==> config.mk <==
export PLATFORM = sky130hd
export DESIGN_NAME = operand_loader
export DESIGN_NICKNAME = d
export VERILOG_FILES = /design/src/rtl/operand_loader.sv
export SDC_FILE = /design/constraint.sdc
export NUM_CORES = 1
export LEC_CHECK = 0
export BUFFER_PORTS_ARGS = -buffer_cell sky130_fd_sc_hd__buf_2
export CAP_MARGIN = 30
export CORE_AREA = 2 2 95 97
export CTS_CLUSTER_DIAMETER = 120
export DETAILED_ROUTE_END_ITERATION = 6
export DIE_AREA = 0 0 97 99
export GPL_ROUTABILITY_DRIVEN = 0
export PLACE_DENSITY = 0.62
export SYNTH_ARGS = -nofsm -noshare
export SYNTH_HDL_FRONTEND = slang
export SYNTH_SLANG_ARGS = --single-unit
==> constraint.sdc <==
create_clock -name clk -period 2.6 [get_ports clk]
set_clock_uncertainty 0.1 [all_clocks]
set_input_delay 0.13 -clock clk [delete_from_list [all_inputs] [get_ports clk]]
set_output_delay 0.13 -clock clk [all_outputs]
set_load 0.01 [all_outputs]
==> src/rtl/operand_loader.sv <==
// operand_loader: button-driven operand capture and decrypt launch FSM; define OPERAND_LOADER_DEBOUNCE_EN to debounce buttons
module operand_loader #(
  parameter int DB_CYCLES = 1000000
) (
  input  logic        clk,
  input  logic        rst,
  input  logic [15:0] sw,
  input  logic        btnU,
  input  logic        btnC,
  input  logic        btnD,
  input  logic        dec_done,
  output logic [15:0] key_n,
  output logic [15:0] key_d,
  output logic [15:0] cipher,
  output logic        start,
  output logic [1:0]  slot,
  output logic        busy
);
  typedef enum logic [2:0] {LOAD_N, LOAD_D, LOAD_C, ARMED, BUSY, DONE} state_t;
  state_t state, nxt;
  logic [2:0] btn, sync1, sync2, lvl, prev, seen_low, pulse;
  logic [1:0] warm;
  logic clr, load, go;
  assign btn = {btnD, btnC, btnU};
  always_ff @(posedge clk)
    if (rst) begin
      sync1 <= '0;
      sync2 <= '0;
      prev <= '0;
      seen_low <= '0;
      warm <= '0;
    end else begin
      sync1 <= btn;
      sync2 <= sync1;
      prev <= lvl;
      seen_low <= seen_low | (warm == 2'd2 ? ~sync2 : 3'b000);
      warm <= warm == 2'd2 ? warm : warm + 2'd1;
    end
`ifdef OPERAND_LOADER_DEBOUNCE_EN
  localparam int CW = $clog2(DB_CYCLES + 1);
  for (genvar b = 0; b < 3; b++) begin : g_db
    logic [CW-1:0] cnt;
    logic deb;
    always_ff @(posedge clk)
      if (rst) begin
        cnt <= '0;
        deb <= 1'b0;
      end else if (sync2[b] == deb) begin
        cnt <= '0;
      end else if (cnt == CW'(DB_CYCLES - 1)) begin
        cnt <= '0;
        deb <= sync2[b];
      end else begin
        cnt <= cnt + 1'b1;
      end
    assign lvl[b] = deb;
  end
`else
  logic unused_db;
  assign unused_db = ^DB_CYCLES;
  assign lvl = sync2;
`endif
  assign pulse = lvl & ~prev & seen_low;
  always_comb begin
    clr = pulse[2] && state != BUSY;
    load = pulse[0] && !clr && (state == LOAD_N || state == LOAD_D || state == LOAD_C);
    go = pulse[1] && !clr && (state == ARMED || state == DONE);
    nxt = clr ? LOAD_N : load ? state_t'(state + 3'd1) : go ? BUSY :
          (state == BUSY && dec_done) ? DONE : state;
  end
  always_ff @(posedge clk)
    if (rst) begin
      state <= LOAD_N;
      key_n <= '0;
      key_d <= '0;
      cipher <= '0;
      start <= 1'b0;
    end else begin
      state <= nxt;
      start <= go;
      key_n <= clr ? '0 : (load && state == LOAD_N) ? sw : key_n;
      key_d <= clr ? '0 : (load && state == LOAD_D) ? sw : key_d;
      cipher <= clr ? '0 : (load && state == LOAD_C) ? sw : cipher;
    end
  assign busy = state == BUSY;
  assign slot = state > LOAD_C ? 2'd3 : state[1:0];
endmodule

==> results of run 1 <==
power groups by stage:
stage / Sequential (µW) / Clock (µW) / Combinational [µW]
after global routing: 1080 / 953 / 284
after floorplan: 1100 / 0 / 161
final: 1080 / 881 / 255
after global placement: 1100 / 0 / 224
after detailed placement: 1100 / 0 / 231
after CTS: 1080 / 901 / 255
registers in the layout, indices dropped and copies added (netlist names):
signal / count
prev: 3
lvl: 3
state: 3
warm: 2
cipher: 16
key_d: 16
sync1: 3
key_n: 16
seen_low: 3
start: 1
Yosys cell counts, types with 5 or more instances:
master / n
nand4_1: 32
o211ai_1: 32
a21oi_1: 37
nor2b_1: 6
buf_2: 13
clkbuf_1: 16
nor2_1: 11
ha_1: 5
inv_1: 10
o31ai_1: 32
mux2i_1: 17
dfxtp_1: 66
cell families (layout without fill, tap and decap cells):
logic type      after synthesis  after routing  share of synthesized area [%]
mux                          17             17                          5.822
xor+xnor                      1              1                         0.2997
compound gates              107            107                          24.53
fa+ha+maj                     5              5                          2.140
simple gates                 63             63                          13.70
flops                        66             66                          45.21
buf+inv                      49            130                          8.305
through the flow:
step	hold WS, ns	setup WS [ns]	total power, µW	utilization, %	std cells
finish	0.02898	0.4437	2213	43.28	497
global route	0.02836	0.3058	2321	43.28	497
CTS	0.01902	0.4282	2233	43.28	497
detailed placement	0.2526	0.5440	1331	38.56	461
global placement	0.2454	0.6564	1323	38.56	461
floorplan	0.1016	0.7828	1258	-	308
worst reg2reg max path, delay by kind of cell, from the launching register on:
| family | cells | cell delay (ns) |
|---|---|---|
| buf+inv | 1 | 0.34 |
| flops | 1 | 0.36 |
| mux | 1 | 0.25 |
| simple gates | 2 | 0.97 |
layout make-up:
cell class / instances / area (µm²)
Fill cell: 852 / 4850
Multi-Input combinational cell: 193 / 1359
Sequential cell: 66 / 1321
Timing Repair Buffer: 103 / 640.6
Clock buffer: 10 / 137.6
Tap cell: 108 / 135.1
Clock inverter: 6 / 66.31
Inverter: 11 / 41.29
what timing repair did:
item                      in CTS  in global routing
buffers inserted               0                  0
hold buffers                  20                  0
hold endpoints to repair      35                  0
metal layers:
metal / part of all wire [%] / global-route usage (%)
met1: 47 / 24.47
met4: 2.1 / 7.259
met5: 0 / 0
met3: 6.1 / 4.681
met2: 45 / 25.05
worst paths after layout:
| check | to | slack (ns) | depth (start not counted) |
|---|---|---|---|
| max | busy | 0.44 | 6 |
| min | prev[2] | 0.03 | 2 |
| min reg2reg | lvl[1] | 0.35 | 1 |
| max reg2reg | key_d[10] | 0.53 | 4 |
==> flow_metrics.tcl, run 1 <==
set metrics [dict create \
    cp_common_cell "buf_4" \
    cts_resized 0 \
    start_util_pct 34.18 \
    yosysSeqAreaShare_pct 45.21 \
    period_minus_slack_ns 2.156 \
    cp_num_buf_inv 4 \
    cts_buffer_depth 2 \
    detail-route-antenna-nets 0 \
    syn_avg_cell_area_um2 9.490 \
    drcViolationCount 0 \
    cp_max_fo 35 \
    cts_buffers 9 \
    yosysTopAreaCellShare_pct 45.21 \
    yosysWarnings 0 \
    arrival_ns 1.93 \
    synth_top_area_cell "dfxtp_1" \
    cellPowerDensity_nw_per_um2 598.0 \
    gr-total-overflow 0 \
    initialDrtViolationCount 233 \
    vias 2719 \
    slowest_delay_ns 0.37 \
    wl_mm 8.302 \
    io_buffers 73 \
    ir_worst_vdd_mv 0.2315 \
    p_switching_uw 592.0 \
    critPathRequiredTime_ns 2.37 \
    viasPerCell 5.471 \
    final_cell_area_um2 3701 \
    path_delay_family "buffers and inverters" \
    clock_sinks 66 \
    nNetsFinal 411 \
    critical_path.cell_chain "inv_1, ha_1, buf_4, and2_1, buf_4, buf_2" \
    synth_area_leaders "dfxtp_1 (45%), o211ai_1 (8.2%), o31ai_1 (8.2%), nand4_1 (6.8%), a21oi_1 (6.3%)" \
    rows 34 \
    ys.flop_type "dfxtp_1" \
    tritoncts "yes" \
    max_freq_ghz 0.4638 \
    dr.pass1.iters 5 \
    final_cell_mix "buf_2 (73), dfxtp_1 (66), a21oi_1 (37)" \
    clkPwrFrac_pct 39.8 \
    netlist_area_um2 2923 \
    p_seq_share_pct 48.7 \
    maxSlewViolCount 0 \
    grt_antenna_before_repair 0 \
    ios 74 \
    slew_headroom_pct 55.98 \
    max-cap-violations 0 \
    dpl_cell_area_um2 3297 \
    antenna_cells 0 \
    grt_max_degree 53 \
    path_clk_slew_ns 0.07 \
    root_buffer "clkbuf_8" \
    clkLatencyLatePin_ns 0.34 \
    track_usage_pct 17.37 \
    mostFrequentLayoutCell "buf_2" \
    die_w_um 97 \
    fin_setup_tns_ns 0 \
    syn_to_final_growth_pct 26.63 \
    grt_pass1_vias 2618 \
    critPathCaptureType "output pin" \
    synth_cell_types 33 \
    critPathKind "flip-flop to output pin" \
    core_um2 8551 \
    finalCritPeriodShare_pct 82.93 \
    synth_nets 335 \
    cp-start-kind "flip-flop" \
    critPathSlowestCell "dfxtp_1" \
    dp.final_hpwl_mm 5.418 \
    sw_frac_of_total_pct 26.74 \
    p_comb_share_pct 11.5 \
    min_from "rst" \
    report.final.hold_viol_count 0 \
    synthArstFlopShare_pct 0 \
    wl_per_cell_um 16.70 \
    die_area_um2 9603 \
    rsz0062_at_grt "no" \
    cp-startpoint "state[0]" \
    die_h_um 99 \
    tightest_slew_ns 0.6603 \
    p_leak_uw 0.001411 \
    htree_levels 3 \
    grt_pass1_wl_mm 13.40 \
    synth-seq-cells 66 \
    internal_power_uw 1621 \
    drive_gt1_share_pct 26.48 \
    finalSetupViolations 0 \
    hold_class "input pin to flip-flop" \
    synth_edf_count 0 \
    netlist_instances 308 \
    reg2reg_from "state[2]" \
    outcome "finished clean" \
]
Power figures use the tool's default switching activity.
==> run 2, diff against run 1 <==
--- a/config.mk
+++ b/config.mk
@@ -5,12 +5,13 @@
 export SDC_FILE = /design/constraint.sdc
 export NUM_CORES = 1
 export LEC_CHECK = 0
+export ABC_AREA = 1
 export BUFFER_PORTS_ARGS = -buffer_cell sky130_fd_sc_hd__buf_2
 export CAP_MARGIN = 30
-export CORE_AREA = 2 2 95 97
+export CORE_AREA = 2 2 94 96
 export CTS_CLUSTER_DIAMETER = 120
 export DETAILED_ROUTE_END_ITERATION = 6
-export DIE_AREA = 0 0 97 99
+export DIE_AREA = 0 0 96 98
 export GPL_ROUTABILITY_DRIVEN = 0
 export PLACE_DENSITY = 0.62
 export SYNTH_ARGS = -nofsm -noshare
==> constraint.sdc (replaced) <==
create_clock -name clk -period 2.03 [get_ports clk]
set_clock_uncertainty 0.1 [all_clocks]
set_input_delay 0.1015 -clock clk [delete_from_list [all_inputs] [get_ports clk]]
set_output_delay 0.1015 -clock clk [all_outputs]
set_load 0.01 [all_outputs]
==> run 2 against run 1 <==
Against the previous run:
- core utilization increased by 0.30 points
- die area decreased by 2.0%
- clock power increased by 25%
- critical path depth increased by 1
- sequential power increased by 27%
- largest cell class is now registers
- combinational power increased by 7%
- highest routed layer unchanged
- critical path type is now flip-flop to flip-flop
- design area decreased by 0.30%
==> flow_metrics.tcl, run 2 <==
set metrics [dict create \
    wl_mm 6.106 \
    grt_max_degree 50 \
    yosysWarnings 0 \
    wl_per_cell_um 10.03 \
    worstReg2RegEnd "key_n[10]" \
    outcome "finished clean" \
    io_buffers 73 \
    use_met1_pct 17.48 \
    path_clk_slew_ns 0.07 \
    synth_simple_gate_area_share_pct 36.60 \
    min_from "dec_done" \
    yosysSeqAreaShare_pct 46.40 \
    clkLatencyLatePin_ns 0.35 \
    antenna_cells 0 \
    initialDrtViolationCount 85 \
    ir_worst_vdd_mv 0.3541 \
    core_um2 8466 \
    period_minus_slack_ns 1.869 \
    netlist_instances 403 \
    htree_levels 3 \
    critPathCaptureType "flip-flop" \
    yosysTopAreaCellShare_pct 46.40 \
    nNetsFinal 523 \
    dr.pass1.iters 4 \
    power_uw 2739 \
    clock_sinks 66 \
    p_leak_uw 0.002035 \
    timing.hold.ws_ns 0.07981 \
    holdPathStages 5 \
    ys.flop_type "dfxtp_1" \
    gr-total-overflow 0 \
    top_regs "cipher x16, key_d x16, key_n x16" \
    vias 2507 \
    tritoncts "yes" \
    viasPerCell 4.117 \
    ff2ff_setup_slack_ns 0.16 \
    cellPowerDensity_nw_per_um2 742.4 \
    finalSetupViolations 0 \
    max_freq_ghz 0.5351 \
    report.final.hold_viol_count 0 \
    grt_pass1_vias 2191 \
    reg2reg_from "state[1]" \
    hold_class "input pin to flip-flop" \
    critical_path.cell_chain "inv_1, ha_2, nand2_2, nand4_4, nand4_4, nor2_1, nor2_2" \
    critPathSlowestCell "nand4_4" \
    synth_nets 430 \
    track_usage_pct 13.86 \
    synth_compound_area_share_pct 1.582 \
    cts_buffer_depth 2 \
    synth_most_common_cell "nor2_1" \
    muxShareOfSynthArea_pct 0 \
    maxSlewViolCount 0 \
    synthArstFlopShare_pct 0 \
    final_cell_mix "nor2_1 (103), nand2_1 (98), buf_2 (73)" \
    max-cap-violations 0 \
    netlist_area_um2 2848 \
    synthXorXnorAreaFrac_pct 0 \
    top_usage_layer "met2" \
    cp_max_fo 32 \
    synth_edf_count 0 \
    synth-seq-cells 66 \
    dp.final_hpwl_mm 4.029 \
    cp-start-kind "flip-flop" \
    synth_area_leaders "dfxtp_1 (46%), nor2_1 (14%), nand2_1 (13%), inv_1 (9.1%), nand4_4 (3.0%)" \
    detail-route-antenna-nets 0 \
    ios 74 \
    grt_antenna_before_repair 0 \
    rows 34 \
    mostFrequentLayoutCell "nor2_1" \
    drive_gt1_share_pct 24.35 \
    synth-adder-area-share_pct 2.197 \
    rsz0062_at_grt "yes" \
    hold_end "state[0]" \
    syn_avg_cell_area_um2 7.066 \
    fill_cells 858 \
    critPathRequiredTime_ns 2.17 \
    synth_top_area_cell "dfxtp_1" \
    met3_usage_pct 5.015 \
    grt_pass1_wl_mm 10.03 \
    cts_buffers 9 \
    drcViolationCount 0 \
    finalCritPeriodShare_pct 92.06 \
    arrival_ns 2.01 \
    synth_cell_types 21 \
    syn_to_final_growth_pct 29.57 \
    critPathKind "flip-flop to flip-flop" \
    die_area_um2 9408 \
    slowest_delay_ns 0.40 \
    cp_common_cell "nand4_4" \
    die_w_um 96 \
    tightest_slew_ns 0.4831 \
    start_util_pct 33.64 \
    slew_headroom_pct 67.73 \
    worst_r2r_path_depth 7 \
    grt_util_met2_pct 21.47 \
    synth_top_family_by_area "simple AND/OR/NAND/NOR gates" \
    root_buffer "clkbuf_8" \
    die_h_um 98 \
    ys_top_cells_by_count "nor2_1 (104), nand2_1 (98), inv_1 (69)" \
]
run 2: cell count changes in the layout (fill, tap and decap cells not counted), sizes merged, moves of 4 or more:
cell / before / now
a21oi: 37 / 7
buf: 83 / 74
inv: 10 / 71
mux2i: 17 / 0
nand2: 2 / 112
nand3: 0 / 4
nand4: 32 / 6
nor2: 11 / 115
nor2b: 7 / 0
o211ai: 32 / 0
o31ai: 32 / 0
run 2: worst max-delay path by stage:
stage / from / depth (start not counted) / end
after floorplan: state[0] / 10 / key_n[10]
after global placement: state[0] / 7 / key_n[13]
after detailed placement: state[0] / 7 / key_n[10]
after CTS: state[0] / 7 / key_n[10]
after global routing: state[1] / 7 / key_n[10]
final: state[1] / 7 / key_n[10]
run 2: through the flow:
step	cell area [µm²]	worst slack, ns	std cells	setup TNS [ns]	util, %
after global routing	3690	-0.04695	609	-0.2886	43.59
after global placement	3258	0.1595	570	0	38.49
after detailed placement	3258	0.08407	570	0	38.49
after floorplan	2848	0.3606	403	0	-
final	3690	0.1612	609	0	43.59
after CTS	3685	0.06123	609	0	43.53
run 2: routing by layer:
layer,vias up,share of wire (%)
met5,-,0
met4,0,1.6
met3,8,5.8
met2,60,45
met1,1093,47
li1,1346,-
run 2: cell type report:
type,instances,area (µm²),area share (%)
flip-flops and latches,66,1321,35.81
clock buffers,12,145.1,3.934
clock inverters,4,51.30,1.390
multi-input cells,251,1155,31.30
inverters,71,266.5,7.223
well taps,108,135.1,3.662
repair buffers,97,615.6,16.68
run 2: cell families after synthesis:
| logic type | count (synthesis) |
|---|---|
| flops | 66 |
| compound gates | 9 |
| simple gates | 237 |
| fa+ha+maj | 5 |
| buf+inv | 86 |
run 2: power by group:
group | internal [µW] | switching, µW | total, µW
sequential | 1350 | 25.7 | 1370
clock | 601 | 495 | 1100
combinational | 116 | 155 | 272
total | 2060 | 676 | 2740
run 2: repair_timing:
action / CTS / global route
hold buffers: 23 / 0
setup endpoints to repair: 0 / 48
gates resized for setup: 0 / 3
setup buffers: 0 / 0
endpoints found under the hold margin: 61 / 0
run 2: critical path: cells and delay by family, from the launching register on:
family	cells	cell delay [ns]
AND/OR/NAND/NOR	5	0.98
adder cells (fa/ha/maj)	1	0.23
flip-flops	1	0.33
buffers and inverters	1	0.12
